### config.mk
export PLATFORM = sky130hd
export DESIGN_NAME = xrv1_imem_arb
export DESIGN_NICKNAME = d
export VERILOG_FILES = /design/src/rtl/xrv1_imem_arb_pkg.sv /design/src/rtl/xrv1_imem_tag_fifo.sv /design/src/rtl/xrv1_imem_arb.sv
export SDC_FILE = /design/constraint.sdc
export NUM_CORES = 1
export LEC_CHECK = 0
export ABC_CLOCK_PERIOD_IN_PS = 1800
export BUFFER_PORTS_ARGS = -buffer_cell sky130_fd_sc_hd__buf_2
export CAP_MARGIN = 10
export CORE_MARGIN = 4
export CORE_UTILIZATION = 33
export CTS_CLUSTER_SIZE = 10
export DETAILED_ROUTE_END_ITERATION = 6
export GPL_TIMING_DRIVEN = 0
export HOLD_SLACK_MARGIN = 0.05
export PLACE_DENSITY = 0.92
export SYNTH_ARGS = -nofsm -noshare
export SYNTH_HDL_FRONTEND = slang
export SYNTH_SLANG_ARGS = --single-unit
export TNS_END_PERCENT = 100
### constraint.sdc
create_clock -name clk_i -period 1.8 [get_ports clk_i]
set_input_delay 0.27 -clock clk_i [delete_from_list [all_inputs] [get_ports clk_i]]
set_output_delay 0.27 -clock clk_i [all_outputs]
set_load 0.05 [all_outputs]
### src/rtl/xrv1_imem_arb_pkg.sv
// Shared types for the instruction-memory arbiter: the in-flight tag and
// the port identifiers it carries.
package xrv1_imem_arb_pkg;

   typedef struct packed {
      logic id;
      logic kill;
   } imem_tag_t;

   localparam logic PORT_IFETCH = 1'b0;
   localparam logic PORT_AUX    = 1'b1;

endpackage

### src/rtl/xrv1_imem_tag_fifo.sv
// In-order tag FIFO for requests in flight at the instruction memory.
// Same-cycle ordering is kill, then pop, then push.
module xrv1_imem_tag_fifo
   import xrv1_imem_arb_pkg::*;
#(
   parameter int depth_p = 2
) (
   input  logic      clk_i,
   input  logic      rst_ni,
   input  logic      push_i,
   input  imem_tag_t push_tag_i,
   input  logic      pop_i,
   input  logic      kill_i,
   input  logic      kill_id_i,
   output imem_tag_t head_o,
   output logic      empty_o
);

   localparam int ptr_w_lp = (depth_p > 1) ? $clog2(depth_p) : 1;

   imem_tag_t             mem_q [depth_p];
   logic [depth_p-1:0]    vld_q;
   logic [ptr_w_lp-1:0]   rd_ptr_q;
   logic [ptr_w_lp-1:0]   wr_ptr_q;

   function automatic logic [ptr_w_lp-1:0] bump(input logic [ptr_w_lp-1:0] p);
      return (p == ptr_w_lp'(depth_p - 1)) ? '0 : p + ptr_w_lp'(1);
   endfunction

   assign head_o  = mem_q[rd_ptr_q];
   assign empty_o = !vld_q[rd_ptr_q];

   // Later assignments win, so a push into the slot being popped (full
   // FIFO) leaves a fresh, unkilled entry.
   always_ff @(posedge clk_i) begin
      if (!rst_ni) begin
         vld_q    <= '0;
         rd_ptr_q <= '0;
         wr_ptr_q <= '0;
         for (int i = 0; i < depth_p; i++) begin
            mem_q[i] <= '0;
         end
      end else begin
         for (int i = 0; i < depth_p; i++) begin
            if (kill_i && vld_q[i] && (mem_q[i].id == kill_id_i)) begin
               mem_q[i].kill <= 1'b1;
            end
         end
         if (pop_i) begin
            vld_q[rd_ptr_q] <= 1'b0;
            rd_ptr_q        <= bump(rd_ptr_q);
         end
         if (push_i) begin
            mem_q[wr_ptr_q] <= push_tag_i;
            vld_q[wr_ptr_q] <= 1'b1;
            wr_ptr_q        <= bump(wr_ptr_q);
         end
      end
   end

endmodule

### src/rtl/xrv1_imem_arb.sv
// Round-robin arbiter for the single instruction-memory port with credit
// limiting, in-order response routing and port-0 redirect discard.
module xrv1_imem_arb
   import xrv1_imem_arb_pkg::*;
#(
   parameter int outst_p    = 2,
   parameter int outst_w_lp = $clog2(outst_p + 1)
) (
   input  logic        clk_i,
   input  logic        rst_ni,
   input  logic        p0_req_vld_i,
   output logic        p0_req_rdy_o,
   input  logic [31:0] p0_req_addr_i,
   input  logic        p0_flush_i,
   output logic        p0_resp_vld_o,
   output logic [31:0] p0_resp_data_o,
   input  logic        p1_req_vld_i,
   output logic        p1_req_rdy_o,
   input  logic [31:0] p1_req_addr_i,
   output logic        p1_resp_vld_o,
   output logic [31:0] p1_resp_data_o,
   output logic        mem_req_vld_o,
   input  logic        mem_req_rdy_i,
   output logic [31:0] mem_req_addr_o,
   input  logic        mem_resp_vld_i,
   input  logic [31:0] mem_resp_data_i
);

   logic [outst_w_lp-1:0] cnt_q;
   logic                  rr_q;
   logic                  credit;
   logic                  any_req;
   logic                  gnt1;
   logic                  accept;
   logic                  resp_pop;
   logic                  resp_live;
   logic                  fifo_empty;
   logic [31:0]           gnt_addr;
   imem_tag_t             head;
   imem_tag_t             push_tag;

   // A response in this cycle frees a slot, so a full counter still grants.
   assign credit   = (cnt_q < outst_w_lp'(outst_p)) | mem_resp_vld_i;
   assign any_req  = p0_req_vld_i | p1_req_vld_i;
   assign gnt1     = rr_q ? p1_req_vld_i : (p1_req_vld_i & !p0_req_vld_i);
   assign gnt_addr = gnt1 ? p1_req_addr_i : p0_req_addr_i;
   assign accept   = rst_ni & credit & any_req & mem_req_rdy_i;
   assign resp_pop = rst_ni & mem_resp_vld_i & !fifo_empty;
   assign push_tag = '{id: (gnt1 ? PORT_AUX : PORT_IFETCH), kill: 1'b0};

   assign mem_req_vld_o  = rst_ni & credit & any_req;
   assign mem_req_addr_o = rst_ni ? (gnt_addr & 32'hFFFF_FFFC) : '0;
   assign p0_req_rdy_o   = accept & !gnt1;
   assign p1_req_rdy_o   = accept & gnt1;

   assign resp_live      = resp_pop & !head.kill;
   assign p0_resp_vld_o  = resp_live & (head.id == PORT_IFETCH) & !p0_flush_i;
   assign p1_resp_vld_o  = resp_live & (head.id == PORT_AUX);
   assign p0_resp_data_o = rst_ni ? mem_resp_data_i : '0;
   assign p1_resp_data_o = rst_ni ? mem_resp_data_i : '0;

   always_ff @(posedge clk_i) begin
      if (!rst_ni) begin
         cnt_q <= '0;
         rr_q  <= PORT_IFETCH;
      end else begin
         if (accept && !resp_pop) begin
            cnt_q <= cnt_q + outst_w_lp'(1);
         end else if (!accept && resp_pop) begin
            cnt_q <= cnt_q - outst_w_lp'(1);
         end
         if (accept) begin
            rr_q <= !gnt1;
         end
      end
   end

   xrv1_imem_tag_fifo #(
      .depth_p (outst_p)
   ) u_tag_fifo (
      .clk_i      (clk_i),
      .rst_ni     (rst_ni),
      .push_i     (accept),
      .push_tag_i (push_tag),
      .pop_i      (resp_pop),
      .kill_i     (rst_ni & p0_flush_i),
      .kill_id_i  (PORT_IFETCH),
      .head_o     (head),
      .empty_o    (fifo_empty)
   );

endmodule

==> metrics.sh, run 1 <==
OUTCOME='finished, final reports clean'
CORE_AREA_UM2=4820
TOTAL_CTS_BUFFERS=3
SYN_INST=246
POST-SYNTH-TOP-AREA-CELL='buf_4'
DIEAREA_UM2=6310
SYNTH-COMPOUND-AREA-SHARE_PCT=23.1
CTS_HTREE_LEVELS=1
WORST_HOLD_PATH_TYPE='input port to flip-flop'
SETUP_VIOL=0
SETUP.WORST_PATH.CLASS='flip-flop to output pin'
DETAILROUTE.VIA_COUNT=2463
CELLLEAKAGEPOWER_nW=1.63
SYNTH_AREA_PER_CELL_UM2=6.84
DETAIL-ROUTE-ANTENNA-NETS=0
SYNTH.MUX.AREA_FRACTION_PCT=2.68
ANTENNA_CELLS=0
INITIAL_ANTENNA_VIOLATION_COUNT=0
TNS_PS=0
YOSYS.AREA.TOP_TYPE_SHARE_PCT=15.6
CRITPATHCAPTURETYPE='output pin'
DRT_WL_TOTAL_UM=6890
CLKSINKCOUNT=12
POST_SYNTH_INSTANCE_AREA_UM2=1680
PLACE.DETAILED.HPWL_UM=5850
INSTANCES_NO_FILL=512
CTS.PATH.MAX_BUFFERS=2
INITIAL_CORE_UTIL_PCT=34.9
SYNTH.CELLS.MOST_FREQUENT='a21oi_1, buf_4, and2_1, nand3_1, o21ai_1'
VIAS_PER_CELL=4.81
CP_MAX_FO=10
LARGEST_NET_DEGREE_AT_THE_START_OF_GLOBAL_ROUTING=11
YS_TYPES=34
TIMING.FINAL.WS_SETUP_PS=54.1
CLK_PIN_SLEW_PS=50
GLOBALPLACE.CONGESTION=0.775
PROPORTION_OF_LAYOUT_CELLS_WITH_A_DRIVE_SUFFIX_ABOVE_1_PCT=65.6
POWER-PER-CELL-AREA_nW_PER_UM2=556
POST_CTS_HOLD_BUFFER_COUNT=0
CLOCK.FMAX_GHz=0.573
SYNTHSIMPLEGATEAREAFRAC_PCT=32.4
MAX-VDD-IR-DROP_mV=0.274
GRT-OVFL-TOTAL=0
TIMING.CLOCK.SKEW_PS=4.84
DP_WORST_SETUP_SLACK_PS=47.1
CHIPHEIGHT_UM=79.4
WIRE_LENGTH_OF_THE_FIRST_GLOBAL_ROUTING_PASS_UM=10600
FIRST_ITER_VIOLATIONS=62
WORSTSETUPSTARTPOINTTYPE='flip-flop'
SHARE_OF_THE_SYNTHESIZED_NETLIST_AREA_TAKEN_BY_XOR_AND_XNOR_GATES_PCT=1.04
NETLIST_TOP_CELLS_AREA='buf_4, and2_1, dfxtp_1, a21oi_1, nand3_1'
SYNTH_TOP_FAMILY_BY_AREA='simple AND/OR/NAND/NOR gates'
TIMING_MAX_TRANSITION_VIOLATIONS_FINAL=0
PORTION_OF_THE_POST_SYNTHESIS_AREA_USED_BY_SEQUENTIAL_ELEMENTS_PCT=15.5
PORT_BUFFERS=194
FIN_CRIT_PS=1750
TIMING_HOLD_VIOLATIONS_FINAL=0
NUMPLACEDINSTANCES=508
WL_PER_CELL_UM=13.5
TIMING.MAX_CAP.VIOLATIONS=0
DRT_PASS1_ITERATIONS=4
NETS=550
AREA_GROWTH_PCT=77.0
YS_WARN_COUNT=0
DRC=0
CTS_TREE='done'
TRACK_USAGE_PCT=20.2
WORSTPATHARRIVAL_PS=1480
FLOORPLAN.ROWS=25
SYNTH-SEQ-CELLS=12
SYNTHARSTFLOPSHARE_PCT=0
POSTSYNTH.TOPFLOPCELL='dfxtp_1'
DIE-WIDTH_UM=79.4
PERIOD_SHARE_PCT=97.0
CTS_SETUP_BUFFERS=0
CLOCK_ROOT_BUFFER='clkbuf_8'
CLOCK_INSERTION_DELAY_AT_THE_LATER_PIN_OF_THE_SKEW_REPORT_PS=240
POST_SYNTH_FA_HA_MAJ_AREA_FRACTION_PCT=0.743
SYNTH-EDFF-COUNT=2
IO_PINS=204
CP.REQUIRED_PS=1530
FIRST_GLOBAL_VIAS=2354
-- timing repair --
item | in CTS | in global routing
endpoints found under the hold margin | 0 | 0
endpoints found under the setup margin | 0 | 30
gates resized for setup | 0 | 40
-- sequential cells by signal, summed over array words and instances (netlist names), named ones only --
register,flops
rr_q,1
u_tag_fifo.vld_q,2
cnt_q,2
u_tag_fifo.wr_ptr_q,1
u_tag_fifo.rd_ptr_q,1
u_tag_fifo.mem_q,4
-- worst paths after layout --
kind	slack (ps)	start	depth (start not counted)	endpoint
max	50	rr_q	5	mem_req_addr_o[26]
min	310	mem_resp_vld_i	2	flip-flop
max reg2reg	110	u_tag_fifo.rd_ptr_q	5	cnt_q[1]
min reg2reg	510	u_tag_fifo.mem_q[1][0]	1	u_tag_fifo.mem_q[1][0]
-- power by group --
part | switching (mW) | internal, mW | leakage, nW
sequential | 0.0171 | 0.292 | 0.103
clock | 0.0967 | 0.156 | 0.0228
combinational | 0.739 | 0.356 | 1.50
-- kinds of logic (layout without fill, tap and decap cells) --
family                   after synthesis  after routing
other                                  1              2
AO/OA/AOI/OAI                         73             73
buffers and inverters                 61            259
AND/OR/NAND/NOR                       92             92
XOR/XNOR                               2              2
adder cells (fa/ha/maj)                1              1
multiplexers                           4              4
flip-flops                            12             12
-- placed cells by master, fill, tap and decap left out, drive strengths merged --
master,count
or3,1
a311oi,2
edfxtp,2
nand3,32
nand4,3
a41o,1
nand2b,2
clkbuf,30
o21ai,32
nor2,6
inv,5
and2b,1
buf,224
mux2i,3
a21oi,35
o211a,2
and2,32
nor3,2
mux2,1
nand2,9
nand4b,1
ha,1
dfxtp,10
xor2,2
and3,1
conb,2
or2,1
nor3b,1
a31oi,1
-- worst max-delay path, stage by stage (launching register included) --
cell and delay [ps]:
dfxtp_1 360, nand2b_2 180, clkbuf_4 210, nand3_1 100, a21oi_2 140, clkbuf_4 240
-- cell type report --
class                           count  area (µm²)
Clock buffer                        4        45.0
Timing Repair Buffer              194        1040
Inverter                            5        18.8
Fill cell                         451        1840
Multi-Input combinational cell    174        1130
Buffer                             56         398
Tap cell                           67        83.8
Sequential cell                    12         260
-- layer usage --
| layer | routed length [µm] | vias to the layer above | track usage (%) |
|---|---|---|---|
| met4 | 95 | 0 | 3.95 |
| met5 | 0 | - | 0 |
| met3 | 607 | 10 | 5.30 |
| li1 | - | 1218 | - |
| met1 | 2510 | 1116 | 20.6 |
| met2 | 3680 | 119 | 40.8 |
-- stage by stage --
| step | util (%) | hold WS, ps | power (mW) | area, µm² |
|---|---|---|---|---|
| after detailed placement | 59.2 | 498 | 1.38 | 2850 |
| final | 61.8 | 310 | 1.66 | 2980 |
| after CTS | 60.2 | 313 | 1.64 | 2900 |
| after global placement | 59.2 | 482 | 1.36 | 2850 |
| after floorplan | - | 437 | 1.11 | 1800 |
| after global routing | 61.8 | 335 | 1.74 | 2980 |
(Power assumes the default switching activity.)
==> run 2: changes to the inputs <==
--- a/config.mk
+++ b/config.mk
@@ -14,6 +14,7 @@
 export DETAILED_ROUTE_END_ITERATION = 6
 export GPL_TIMING_DRIVEN = 0
 export HOLD_SLACK_MARGIN = 0.05
+export MAX_ROUTING_LAYER = met4
 export PLACE_DENSITY = 0.92
 export SYNTH_ARGS = -nofsm -noshare
 export SYNTH_HDL_FRONTEND = slang
==> run 2 against run 1 <==
Against the previous run: clock skew hardly changed; sequential share of layout area stayed put; global-route usage is 0.61 points higher; die area stayed put; clock-buffer cell count stayed put; critical path depth stayed put; non-clock buffer count stayed put; fmax hardly changed.
==> metrics.sh, run 2 (synthesis results as in run 1) <==
WORSTPATHARRIVAL_PS=1470  # about the same
CHIPHEIGHT_UM=79.4  # unchanged
WORST_HOLD_PATH_TYPE='input port to flip-flop'
SETUP_VIOL=0  # unchanged
NETS=550  # unchanged
PERIOD_SHARE_PCT=96.9  # about the same
TIMING_MAX_TRANSITION_VIOLATIONS_FINAL=0  # unchanged
CRIT_TOP_CELL='clkbuf_4'
CP.REQUIRED_PS=1530  # about the same
DETAIL-ROUTE-ANTENNA-NETS=0  # unchanged
WORSTSETUPSTARTPOINTTYPE='flip-flop'
TOTAL_CTS_BUFFERS=3  # unchanged
CLK_PIN_SLEW_PS=50  # about the same
WL_PER_CELL_UM=13.4  # -0.12%
CTS.PATH.MAX_BUFFERS=2  # unchanged
CRITPATHCAPTURETYPE='output pin'
LAUNCH_POINT_OF_THE_WORST_HOLD_PATH='mem_resp_vld_i'
POST_CTS_HOLD_BUFFER_COUNT=0  # unchanged
CLKSINKCOUNT=12  # unchanged
LARGEST_REGISTER_BY_FLOP_COUNT='u_tag_fifo.mem_q'
INITIAL_CORE_UTIL_PCT=34.9  # unchanged
ANTENNA_CELLS=0  # unchanged
VIAS_PER_CELL=4.79  # -0.32%
FIN_CRIT_PS=1740  # -1.35 ps
GRT-OVFL-TOTAL=0  # unchanged
IO_PINS=204  # unchanged
CTS_TREE='done'
DP_WORST_SETUP_SLACK_PS=47.1  # unchanged
TIMING.CLOCK.SKEW_PS=4.84  # -0.00647 ps
PORT_BUFFERS=194  # unchanged
CLOCK_INSERTION_DELAY_AT_THE_LATER_PIN_OF_THE_SKEW_REPORT_PS=240  # about the same
PROPORTION_OF_LAYOUT_CELLS_WITH_A_DRIVE_SUFFIX_ABOVE_1_PCT=65.6  # unchanged
CRIT_PATH_TOP_DELAY_CELL='dfxtp_1'
REG_TOP3='u_tag_fifo.mem_q (4), cnt_q (2), u_tag_fifo.vld_q (2)'
TRACK_USAGE_PCT=20.9  # +0.61 points
CLOCK.FMAX_GHz=0.573  # about the same
WORSTREG2REGSTART='u_tag_fifo.rd_ptr_q'
TIMING_HOLD_VIOLATIONS_FINAL=0  # unchanged
DETAILROUTE.VIA_COUNT=2455  # -0.32%
R2R_SLACK_PS=110  # about the same
FIRST_ITER_VIOLATIONS=74  # +19%
RR_WORST_DEPTH=5  # unchanged
FLOORPLAN.ROWS=25  # unchanged
CELL_BREAKDOWN_OF_THE_CRITICAL_PATH='nand2b_2 > clkbuf_4 > nand3_1 > a21oi_2 > clkbuf_4'
DIEAREA_UM2=6310  # unchanged
CRIT-REG2REG-CAPTURE='cnt_q[1]'
DIE-WIDTH_UM=79.4  # unchanged
LAYOUT_COMMON_CELLS='buf_2, buf_4, nand3_1, and2_1'
CP_MAX_FO=10  # unchanged
P_SEQ_SHARE_PCT=18.6  # about the same
P_SWITCHING_uW=852  # about the same
CTS_HTREE_LEVELS=1  # unchanged
DRC=0  # unchanged
SEQCELLAREA_UM2=260  # unchanged
POWER-PER-CELL-AREA_nW_PER_UM2=555  # about the same
P_TOTAL_mW=1.65  # about the same
CRITICAL-PATH-MAX-STAGE-DELAY_PS=360  # about the same
SW_FRAC_OF_TOTAL_PCT=51.5  # about the same
DRT_PASS1_ITERATIONS=4  # unchanged
WIRE_LENGTH_OF_THE_FIRST_GLOBAL_ROUTING_PASS_UM=10600  # +0.40%
CLOCK_ROOT_BUFFER='clkbuf_8'
GLOBALPLACE.CONGESTION=0.786  # +1.4%
HOLD-PATH-CELL-COUNT=2  # unchanged
INTERNAL_POWER_uW=803  # about the same
LARGEST_REGISTER_FFS=4  # unchanged
INITIAL_ANTENNA_VIOLATION_COUNT=0  # unchanged
CLOCK_POWER_SHARE_PCT=15.2  # about the same
MAX-VDD-IR-DROP_mV=0.274  # about the same
MULTI_INPUT_COMB_AREA_UM2=1130  # unchanged
CORE_AREA_UM2=4820  # unchanged
PLACE.DETAILED.HPWL_UM=5850  # unchanged
LAYOUT.CELLS.MOST_COMMON='buf_2'
COMBINATIONALPOWERSHARE_PCT=66.1  # about the same
FILLCELLCOUNT=451  # unchanged
FIRST_GLOBAL_VIAS=2342  # -0.51%
TIMING.MAX_CAP.VIOLATIONS=0  # unchanged
TIMING.FINAL.WS_SETUP_PS=55.4  # +1.35 ps
SETUP.WORST_PATH.CLASS='flip-flop to output pin'
OUTCOME='finished, final reports clean'
DRT_WL_TOTAL_UM=6890  # -0.12%
CELLLEAKAGEPOWER_nW=1.63  # unchanged
AREA_GROWTH_PCT=77.0  # unchanged
LARGEST_NET_DEGREE_AT_THE_START_OF_GLOBAL_ROUTING=11  # unchanged
==> run 2: cell counts in the layout (fill, tap and decap cells not counted) <==
No cell type changed its count.
==> run 2: routing by layer <==
metal / part of all wire (%) / up-vias / track usage, % / wire, µm
met5: 0 / - / - / 0
met4: 1.1 / 0 / 3.61 / 78
met3: 8.0 / 8 / 4.06 / 549
met2: 54 / 120 / 41.0 / 3720
met1: 37 / 1109 / 21.5 / 2540
li1: - / 1218 / - / -
==> run 2: timing repair <==
| action | 4_1_cts | 5_1_grt |
|---|---|---|
| resized for setup | 0 | 40 |
| setup endpoints to repair | 0 | 30 |
| buffers inserted | 0 | 0 |
==> run 2: critical path: cells and delay by family (launching register included) <==
kind / cells / cell delay [ps]
AND/OR/NAND/NOR: 2 / 280
AO/OA/AOI/OAI: 1 / 140
flip-flops: 1 / 360
buffers and inverters: 2 / 450
==> run 2: per-stage QoR <==
| step | instance area (µm²) | hold WS, ps | TNS, ps | util, % | std cells |
|---|---|---|---|---|---|
| 6_report | 2980 | 310 | 0 | 61.8 | 512 |
| 4_1_cts | 2900 | 313 | 0 | 60.2 | 512 |
| 3_3_place_gp | 2850 | 482 | 0 | 59.2 | 508 |
| 3_5_place_dp | 2850 | 498 | 0 | 59.2 | 508 |
| 5_1_grt | 2980 | 335 | -19.1 | 61.8 | 512 |
| 2_1_floorplan | 1800 | 437 | 0 | - | 247 |
==> run 2: final cells by class <==
type | instances | area share (%)
Tap cell | 67 | 2.81
Multi-Input combinational cell | 174 | 37.9
Sequential cell | 12 | 8.74
Inverter | 5 | 0.630
Clock buffer | 4 | 1.51
Timing Repair Buffer | 194 | 35.0
Buffer | 56 | 13.4
==> run 2: how the worst max path moves through the flow <==
| stage | startpoint | endpoint |
|---|---|---|
| 2_1_floorplan | mem_resp_vld_i | p0_req_rdy_o |
| 3_3_place_gp | rst_ni | cnt_q[1] |
| 3_5_place_dp | p1_req_vld_i | cnt_q[1] |
| 4_1_cts | rr_q | mem_req_addr_o[26] |
| 5_1_grt | rr_q | mem_req_addr_o[26] |
| 6_report | rr_q | mem_req_addr_o[26] |
==> run 2: power groups by stage <==
stage | Clock, mW | Combinational (mW) | Sequential, mW
3_3_place_gp | 0 | 1.05 | 0.313
2_1_floorplan | 0 | 0.799 | 0.310
3_5_place_dp | 0 | 1.07 | 0.314
5_1_grt | 0.273 | 1.16 | 0.312
6_report | 0.252 | 1.09 | 0.309
4_1_cts | 0.258 | 1.07 | 0.308
